File: src/rtl/router_output_ctrl_pkg.sv
// Shared router constants and the polarity-to-buffer mapping used by both
// the input and output controllers.
package router_output_ctrl_pkg;

    localparam int unsigned ROUTER_DW = 64;

    localparam int unsigned REQ_RING = 0;
    localparam int unsigned REQ_PE   = 1;

    // polarity=1: internal side fills odd, external side uses even; polarity=0 the reverse.
    function automatic logic fill_is_odd(input logic polarity);
        return polarity;
    endfunction

endpackage

File: src/rtl/router_output_ctrl_rr_arb2.sv
// Two-way round-robin arbiter; pointer moves to the loser after every grant.
module rr_arb2
    import router_output_ctrl_pkg::*;
(
    input  logic       clk,
    input  logic       rst_n,
    input  logic [1:0] req_i,
    input  logic       en_i,
    output logic [1:0] gnt_o
);

    logic ptr_q;
    logic ptr_d;

    always_comb begin
        gnt_o = 2'b00;
        ptr_d = ptr_q;
        if (en_i) begin
            case (req_i)
                2'b01:   gnt_o = 2'b01;
                2'b10:   gnt_o = 2'b10;
                2'b11:   gnt_o = ptr_q ? 2'b10 : 2'b01;
                default: gnt_o = 2'b00;
            endcase
        end
        // Priority passes to the requester that did not win.
        if (gnt_o[0]) begin
            ptr_d = 1'b1;
        end else if (gnt_o[1]) begin
            ptr_d = 1'b0;
        end
    end

    always_ff @(posedge clk or negedge rst_n) begin
        if (!rst_n) begin
            ptr_q <= 1'b0;
        end else begin
            ptr_q <= ptr_d;
        end
    end

endmodule

File: src/rtl/router_output_ctrl.sv
// Router output controller: arbitrates ring/PE requesters into an even/odd
// double buffer and drains the opposite buffer onto the outgoing link.
module router_output_ctrl
    import router_output_ctrl_pkg::*;
#(
    parameter int unsigned DW = ROUTER_DW,
    parameter int unsigned CW = 16
) (
    input  logic          clk,
    input  logic          reset,
    input  logic          polarity,
    input  logic          req0,
    input  logic [DW-1:0] din0,
    input  logic          req1,
    input  logic [DW-1:0] din1,
    output logic          ack0,
    output logic          ack1,
    input  logic          ro,
    output logic          so,
    output logic [DW-1:0] dout,
    output logic [CW-1:0] pkt_cnt
);

    logic [DW-1:0] even_buf_q, even_buf_d;
    logic [DW-1:0] odd_buf_q,  odd_buf_d;
    logic          even_full_q, even_full_d;
    logic          odd_full_q,  odd_full_d;
    logic [CW-1:0] cnt_q, cnt_d;

    logic          fill_odd;
    logic          fill_ok;
    logic          send_full;
    logic [1:0]    gnt;
    logic          grant_any;
    logic [DW-1:0] fill_data;

    assign fill_odd  = fill_is_odd(polarity);
    assign fill_ok   = fill_odd ? !odd_full_q : !even_full_q;
    assign send_full = fill_odd ? even_full_q : odd_full_q;

    rr_arb2 u_arb (
        .clk   (clk),
        .rst_n (reset),
        .req_i ({req1, req0}),
        .en_i  (fill_ok),
        .gnt_o (gnt)
    );

    assign ack0      = gnt[REQ_RING];
    assign ack1      = gnt[REQ_PE];
    assign grant_any = |gnt;
    assign fill_data = gnt[REQ_PE] ? din1 : din0;

    assign so      = ro & send_full;
    assign dout    = fill_odd ? even_buf_q : odd_buf_q;
    assign pkt_cnt = cnt_q;

    // Fill and send always target different buffers, so both may happen in one cycle.
    always_comb begin
        even_buf_d  = even_buf_q;
        odd_buf_d   = odd_buf_q;
        even_full_d = even_full_q;
        odd_full_d  = odd_full_q;
        cnt_d       = cnt_q;
        if (grant_any) begin
            if (fill_odd) begin
                odd_buf_d  = fill_data;
                odd_full_d = 1'b1;
            end else begin
                even_buf_d  = fill_data;
                even_full_d = 1'b1;
            end
        end
        if (so) begin
            if (fill_odd) begin
                even_full_d = 1'b0;
            end else begin
                odd_full_d = 1'b0;
            end
            cnt_d = cnt_q + CW'(1);
        end
    end

    always_ff @(posedge clk or negedge reset) begin
        if (!reset) begin
            even_buf_q  <= '0;
            odd_buf_q   <= '0;
            even_full_q <= 1'b0;
            odd_full_q  <= 1'b0;
            cnt_q       <= '0;
        end else begin
            even_buf_q  <= even_buf_d;
            odd_buf_q   <= odd_buf_d;
            even_full_q <= even_full_d;
            odd_full_q  <= odd_full_d;
            cnt_q       <= cnt_d;
        end
    end

endmodule

File: config.mk
export PLATFORM = sky130hd
export DESIGN_NAME = router_output_ctrl
export DESIGN_NICKNAME = d
export VERILOG_FILES = /design/src/rtl/router_output_ctrl_pkg.sv /design/src/rtl/router_output_ctrl_rr_arb2.sv /design/src/rtl/router_output_ctrl.sv
export SDC_FILE = /design/constraint.sdc
export NUM_CORES = 1
export LEC_CHECK = 0
export CAP_MARGIN = 40
export CORE_MARGIN = 3
export CORE_UTILIZATION = 45
export DETAILED_ROUTE_END_ITERATION = 10
export PLACE_DENSITY = 0.79
export REMOVE_ABC_BUFFERS = 1
export SETUP_SLACK_MARGIN = 0.3
export SKIP_CTS_REPAIR_TIMING = 1
export SYNTH_ARGS = -nofsm -noshare
export SYNTH_HDL_FRONTEND = slang
export SYNTH_SLANG_ARGS = --single-unit
File: constraint.sdc
create_clock -name clk -period 1.92 [get_ports clk]
set_input_delay 0.48 -clock clk [delete_from_list [all_inputs] [get_ports clk]]
set_output_delay 0.48 -clock clk [all_outputs]
set_load 0.05 [all_outputs]
== Word-level counts from Yosys, hierarchy flattened ==
Cells that the tools add are included.

* Logic and storage cells: 35
* Input bits: 134
* Register bits after elaboration: 147

* Eq/ne operators: 3
* Add/subtract/negate cells: 1
* Bitwise logic cells: 2
* Reduce and logical (&&, ||, !) cells: 6
* Muxes and demuxes: 17

{| class="wikitable"
|+ Operators by type and width
! cell !! number
|-
| 64-bit 2-to-1 mux || 2
|-
| 16-bit by 1-bit adder with 16-bit output (second input constant) || 1
|-
| 1-bit 2-to-1 mux || 12
|-
| 2-bit case mux with 3 select lines || 1
|-
| 2-bit equality test (second input constant) || 2
|-
| 2-bit 2-to-1 mux || 2
|-
| 2-bit AND reduction || 2
|-
| 2-bit by 1-bit equality test with 1-bit output (second input constant) || 1
|-
| 1-bit zero test || 2
|-
| 2-bit nonzero test || 1
|-
| 2-bit OR reduction || 1
|-
| 1-bit AND || 1
|-
| 1-bit inverter || 1
|}

== Logic depth before layout (Yosys ltp) ==
* Depth in word-level cells: 7
* Mapped depth: 7
* Gate-level depth less buffers: 5

== Hierarchy ==
A second synthesis with hierarchy kept.

* Cells, all modules: 636
* Area, all modules: 6761.5 µm²

{| class="wikitable"
|+ Modules (own cells, without submodules)
! module !! cells an instance !! instances !! area an instance (µm²)
|-
| router_output_ctrl || 627 || 1 || 6692.7
|-
| rr_arb2 || 9 || 1 || 68.8
|}

== Worst setup path after synthesis ==
Ideal clock, no wire load.

* Path type: input to output
* Start: input polarity
* End: output ack1
* Stages: 6
* Path slack: -0.082 ns
* Path buffers: 3
* Data arrival time: 1.522 ns
* Cells stage by stage: buf_6 -> mux2i_1 -> nand3_1 -> buf_6 -> buf_6 -> inv_1

* Word-level cells in the longest chain between the ends: 2

{| class="wikitable"
|+ Ends and longest elaborated chain
! what !! RTL line !! text
|-
| start: declaration || router_output_ctrl.sv:11 || <nowiki>input logic polarity,</nowiki>
|-
| 1-bit 2-to-1 mux || router_output_ctrl.sv:38 || <nowiki>assign fill_ok = fill_odd ? !odd_full_q : !even_full_q;</nowiki>
|-
| 2-bit 2-to-1 mux || router_output_ctrl_rr_arb2.sv:18 || <nowiki>if (en_i) begin</nowiki>
|-
| end: declaration || router_output_ctrl.sv:17 || <nowiki>output logic ack1,</nowiki>
|}

No other way between the ends.

== Worst setup path in the final report ==
* Start: register even_full_q
* End: output ack0

* Word-level cells in the longest chain between the ends: 3

{| class="wikitable"
|+ Ends and longest elaborated chain
! what !! RTL line !! text
|-
| start: declaration || router_output_ctrl.sv:26 || <nowiki>logic even_full_q, even_full_d;</nowiki>
|-
| start signal: assignment || router_output_ctrl.sv:94 || <nowiki>even_full_q <= even_full_d;</nowiki>
|-
| 1-bit zero test || router_output_ctrl.sv:38 ||
|-
| 1-bit 2-to-1 mux || router_output_ctrl.sv:38 ||
|-
| 2-bit 2-to-1 mux || router_output_ctrl_rr_arb2.sv:18 ||
|-
| end: declaration || router_output_ctrl.sv:16 || <nowiki>output logic ack0,</nowiki>
|}

No other way between the ends.

==> flow_metrics.env <==
export IMPL_r2r_cells=8
export IMPL_cp_required_ps=1440
export IMPL_n_antenna_cell=0
export IMPL_cts_clk_slew_worst_paths_ps=50
export IMPL_outcome="complete, but fails checks"
export IMPL_final_hold_violation_count=0
export IMPL_fin_nets=1023
export IMPL_ant_nets=0
export IMPL_ir_drop_mv=0.962
export IMPL_pre_cts_ws_ps=-243
export IMPL_h_tree_depth=4
export IMPL_syn_inst=640
export IMPL_finalSetupTns_ps=-10.4
export IMPL_area_growth_pct=68.7
export IMPL_final_setup_viol_count=2
export IMPL_dpl_cell_area_mm2=0.00922
export IMPL_power_leakage_nw=4.94
export IMPL_yosys_area_top_type_share_pct=54.1
export IMPL_violations="negative setup slack"
export IMPL_min_path_type="in2async"
export IMPL_fin_crit_sh_pct=100
export IMPL_fin_area_mm2=0.0115
export IMPL_ys_warn_count=0
export IMPL_yosysSeqAreaShare_pct=54.1
export IMPL_ys_ff_latch=147
export IMPL_numClockSinks=147
export IMPL_grt_ovfl_total=0
export IMPL_p_total_mw=16.0
export IMPL_die_area_mm2=0.0166
export IMPL_fmax_mhz=518
export IMPL_synthTopCellsByArea="dfrtp_1 54%, mux2_2 11%, mux2i_1 9.6%, a21oi_1 4.7%, nand2_1 4.1%"
export IMPL_min_period_ps=1930
export IMPL_maxSlewHeadroom_pct=68.6
export IMPL_drt_iter0_drc=296
export IMPL_firstDrtPassIters=5
export IMPL_gp_congestion=0.800
export IMPL_worstPathArrival_ps=1450
export IMPL_grt_max_degree=62
export IMPL_rsz0062_at_grt="true"
export IMPL_drv_cap=0
export IMPL_grt_pass1_wl_um=26400
export IMPL_critPathMaxStageDelay_ps=440
export IMPL_slew_viol_final=0
export IMPL_cts_root_buffer="clkbuf_16"
export IMPL_ios=217
export IMPL_antenna_found_initial=0
export IMPL_io_buffers=216
export IMPL_grt_use_total_pct=20.1
export IMPL_core_area_mm2=0.0146
export IMPL_totalWireLength_um=21600
export IMPL_dpl_cell_count=1033
export IMPL_viasPerCell=5.46
export IMPL_power_density_mw_per_mm2=1390
export IMPL_postSynthAreaPerCell_um2=10.6
export IMPL_syn_area_mm2=0.00680
export IMPL_num_rows=44
export IMPL_synth_top_area_cell="dfrtp_1"
export IMPL_fp_dieW_um=129
export IMPL_ctsLongestPathBuffers=2
export IMPL_routed_via_count=5929
export IMPL_finalClockSkew_ps=8.72
export IMPL_die_h_um=129
export IMPL_tightest_slew_ps=471
export IMPL_drive_gt1_share_pct=39.2
export IMPL_routedWlPerCell_um=19.9
export IMPL_endpoint_kind="output port"
export IMPL_cts_tree="built"
export IMPL_synth_distinct_cells=28
export IMPL_initial_core_util_pct=46.5
export IMPL_critical_path_class="reg2out"
export IMPL_clk_latency_ps=410
export IMPL_critPathMaxFanout=4
export IMPL_cp_cell_sequence="mux2i_4 -> and3_4 -> buf_12"
export IMPL_grt_pass1_vias=5577
export IMPL_crit_path_top_delay_cell="dfrtp_2"
export IMPL_worst_slack_ps=-8.86
export IMPL_instances_no_fill=1085
export IMPL_dp_hpwl_um=12400
export IMPL_drc_errors=0
export IMPL_crit_path_start_kind="flip-flop"
export IMPL_numCtsBuffers=17
cells by family (layout without fill, tap and decap cells):
logic type,Yosys count,in the layout,synth area share [%]
buffers and inverters,49,310,3.73
DFF,147,147,54.1
muxes,130,130,20.3
adders and majority gates,1,1,0.184
AOI/OAI and AO/OA,131,131,9.71
xor gates and xnor gates,15,15,1.93
and+or+nand+nor,167,167,10.1
per-layer routing:
metal	track usage, %	wire (um)	up-vias
met4	6.55	563	0
met5	0	0	-
li1	-	-	2709
met3	5.15	1420	42
met1	25.7	8440	2935
met2	33.6	11200	243
worst max-delay path: cells and delay by family, from the launching register on:
kind                   cells  cell delay, ps
muxes                      1             220
DFF                        1             440
and+or+nand+nor            1             250
buffers and inverters      1             140
cells in the mapped netlist:
cell type,n
dfrtp_1,147
nand2_1,74
nor2_1,71
mux2_2,65
mux2i_1,65
a21oi_1,64
o21ai_1,39
o21ai_0,26
clkbuf_1,23
buf_2,11
xor2_1,8
buf_6,7
xnor2_1,7
inv_1,6
nand3_1,5
nand4_1,5
nor4_1,3
a21o_1,2
and4_1,2
nor3_1,2
and3_1,1
buf_1,1
buf_4,1
ha_1,1
nand2b_1,1
nand3_2,1
or2_2,1
or3b_1,1
per-stage QoR:
stage          hold WS (ps)  utilization [%]
2_1_floorplan           184                -
3_3_place_gp            441             63.0
3_5_place_dp            448             63.0
4_1_cts                7.37             66.7
5_1_grt                16.7             78.4
6_report               8.84             78.4
power breakdown:
part	switching, mW	total, mW	internal (mW)
clock	1.18	3.06	1.88
combinational	4.58	8.05	3.46
sequential	0.695	4.89	4.20
cell usage in the layout (no fill, tap or decap), types with 2 or more instances in the layout:
cell type and count:
mux2i_1 8, a21o_1 2, o21ai_2 10, inv_1 4
clkbuf_8 3, clkdlybuf4s50_1 129, nand4_1 5, clkbuf_16 26
nand3_1 4, xor2_1 8, o21ai_0 6, mux2_4 22
nor4_1 3, clkinv_2 2, a21oi_2 43, dfrtp_2 4
buf_4 61, a21oi_1 21, buf_12 19, buf_8 25
dlymetal6s2s_1 2, buf_6 24, xnor2_1 7, clkbuf_1 8
o21ai_1 49, nor2_1 71, mux2_2 43, dfrtp_1 143
buf_16 3, nand2_1 73, mux2i_4 56, and4_1 2
flip-flops by register name, indices dropped and copies added, names as in the netlist:
register	cells
even_buf_q	64
even_full_q	1
odd_buf_q	64
odd_full_q	1
pkt_cnt	16
u_arb.ptr_q	1
path summary, 6_finish.rpt:
path / start / to / slack [ps]
setup / recovery: even_full_q$_DFF_PN0_ / ack0 / -9
hold / removal: reset / pkt_cnt[0]$_DFFE_PN0P_ / 9
setup reg to reg: even_full_q$_DFF_PN0_ / odd_buf_q[18]$_DFFE_PN0P_ / 40
hold reg to reg: pkt_cnt[15]$_DFFE_PN0P_ / pkt_cnt[15]$_DFFE_PN0P_ / 470
max in group asynchronous: reset / even_buf_q[11]$_DFFE_PN0P_ / 1320
min in group clk: pkt_cnt[15]$_DFFE_PN0P_ / pkt_cnt[15]$_DFFE_PN0P_ / 470
layout make-up:
cell class,count,area [um^2]
multi-input combinational,444,3890
sequential,147,3680
fill,795,3160
timing repair buffer,272,3110
clock buffer,28,497
tap,184,230
clock inverter,4,47.5
inverter,6,25.0
No activity file was read; power rests on OpenSTA's default activity.
==> RTL change: new RTL, same flow settings <==
`CW`: 16 -> 15.
--- a/src/rtl/router_output_ctrl.sv
+++ b/src/rtl/router_output_ctrl.sv
@@ -4,7 +4,7 @@
     import router_output_ctrl_pkg::*;
 #(
     parameter int unsigned DW = ROUTER_DW,
-    parameter int unsigned CW = 16
+    parameter int unsigned CW = 15
 ) (
     input  logic          clk,
     input  logic          reset,
Ports: changed (resized pkt_cnt); port bits go from 217 to 216. The function was not compared with the original's and may differ.
==> RTL change against the original RTL <==
  * The run still ends with negative setup slack left
  * Core utilization rose by 0.88 points
  * Power grew 3.1%
  * Final area is 0.74% higher
  * Wire length is 1.7% higher
  * Die area down 0.91%
  * Setup slack lost 0.14 ns
  * Global-route usage fell by 0.060 points
  * Synthesized area down 0.96%
  * Sequential cell count shrank 1
  * Largest cell class unchanged
  * Largest power group unchanged
==> RTL change: results (changes against the original RTL) <==
status=finished, violations left; failing checks=negative setup slack; routed length on met1=8308 um (-1.5%); sequential fraction of the synthesis area=54.21% (+0.15 points); PortBufs=215 (-0.46%); routed len/inst=20.31 um (+1.9%); peak supply drop=0.0008225 V (-15%); mean post-synth cell area=10.68 um^2 (+0.46%); fin worst setup slack=-0.1439 ns (-0.1351 ns); gpl congestion=0.7620 (-4.7%); Nets=1,021 (-0.20%); Setup violations, final=3 (+1); synth cell count leaders=dfrtp_1 (146), nand2_1 (73), nor2_1 (68); Tot GR Track Use=20.03% (-0.060 points); Area contributors post-synth=dfrtp_1 (54%), mux2_2 (11%), mux2i_1 (9.7%); share of layout cells above drive strength 1=34.82% (-4.4 points); crit-path max FO=6 (+2); Hold/Removal Path Class=reg2reg; leak pwr=0.005186 uW (+4.9%); Rel. slew slack=70.64% (+2.0 points); DRT iter0 DRCs=379 (+28%); largest net degree at the start of global routing=66 (+6.5%); met3 WL=1360 um (-4.0%); first-pass GRT wire length=26,130 um (-0.91%); vias in the first global route=5,544 (-0.59%); DP Area=0.009117 mm^2 (-1.1%)
==> RTL change: cell count changes after synthesis, moves of 2 or more <==
cell,unedited run,this run
buf_2,11,14
and3_1,1,3
inv_1,6,4
nor2_1,71,68
clkbuf_1,23,20
xor2_1,8,6
nor4_1,3,0
==> RTL change: worst max-delay path, cell delays in order, from the launching register on <==
cell and delay (ns):
dfrtp_1 0.42, mux2i_1 0.17, buf_4 0.15, nand3_4 0.09
buf_12 0.16, clkinv_8 0.04, buf_12 0.12
==> RTL change: per-stage QoR <==
step                      setup slack, ns  hold slack, ns  setup TNS (ns)
after floorplan                    -5.472          0.1844         -485.61
after global placement            -0.1614          0.4340          -16.43
after detailed placement          -0.1892          0.4369          -19.12
after CTS                         -0.2177        -0.01476          -2.113
after global routing              -0.2111          0.5065         -0.4875
final                             -0.1439          0.4738         -0.3179
==> RTL change: final cells by class <==
cell class	instances	area, um^2
clock buffers	28	506.7
clock inverters	4	23.77
fillers	805	3023
inverters	4	27.53
multi-input cells	438	3702
flip-flops and latches	146	3656
well taps	184	230.2
repair buffers	279	3420
==> RTL change: logic make-up after synthesis <==
group,Yosys count,synth area share (%)
adder cells (fa/ha/maj),1,0.1856
AND/OR/NAND/NOR,161,9.692
multiplexers,131,20.68
flip-flops,146,54.21
AO/OA/AOI/OAI,131,9.803
XOR/XNOR,14,1.820
buffers and inverters,47,3.602
==> RTL change: path summary, 6_finish.rpt <==
path	startpoint	cells past startpoint	slack [ns]	end
worst min register to register	pkt_cnt[14]	1	0.47	pkt_cnt[14]
max in group asynchronous	reset	3	0.74	even_buf_q[17]
worst min-delay path	pkt_cnt[14]	1	0.47	pkt_cnt[14]
worst max-delay path	odd_full_q	6	-0.14	ack1
min in group asynchronous	reset	2	0.58	odd_buf_q[35]
worst max register to register	odd_full_q	9	0.09	odd_buf_q[59]
==> RTL change: layer usage <==
layer  vias up  GRT usage (%)
met2       219          33.28
met4         0          7.803
met3        54          5.729
met5         -              0
li1       2693              -
met1      2947          24.82
==> RTL change: power by group <==
group / switching (uW) / leakage (uW) / internal, uW
clock network: 1240 / 0.000262 / 1790
registers: 729 / 0.00172 / 4180
logic: 4550 / 0.00320 / 4010
total: 6520 / 0.00519 / 9980
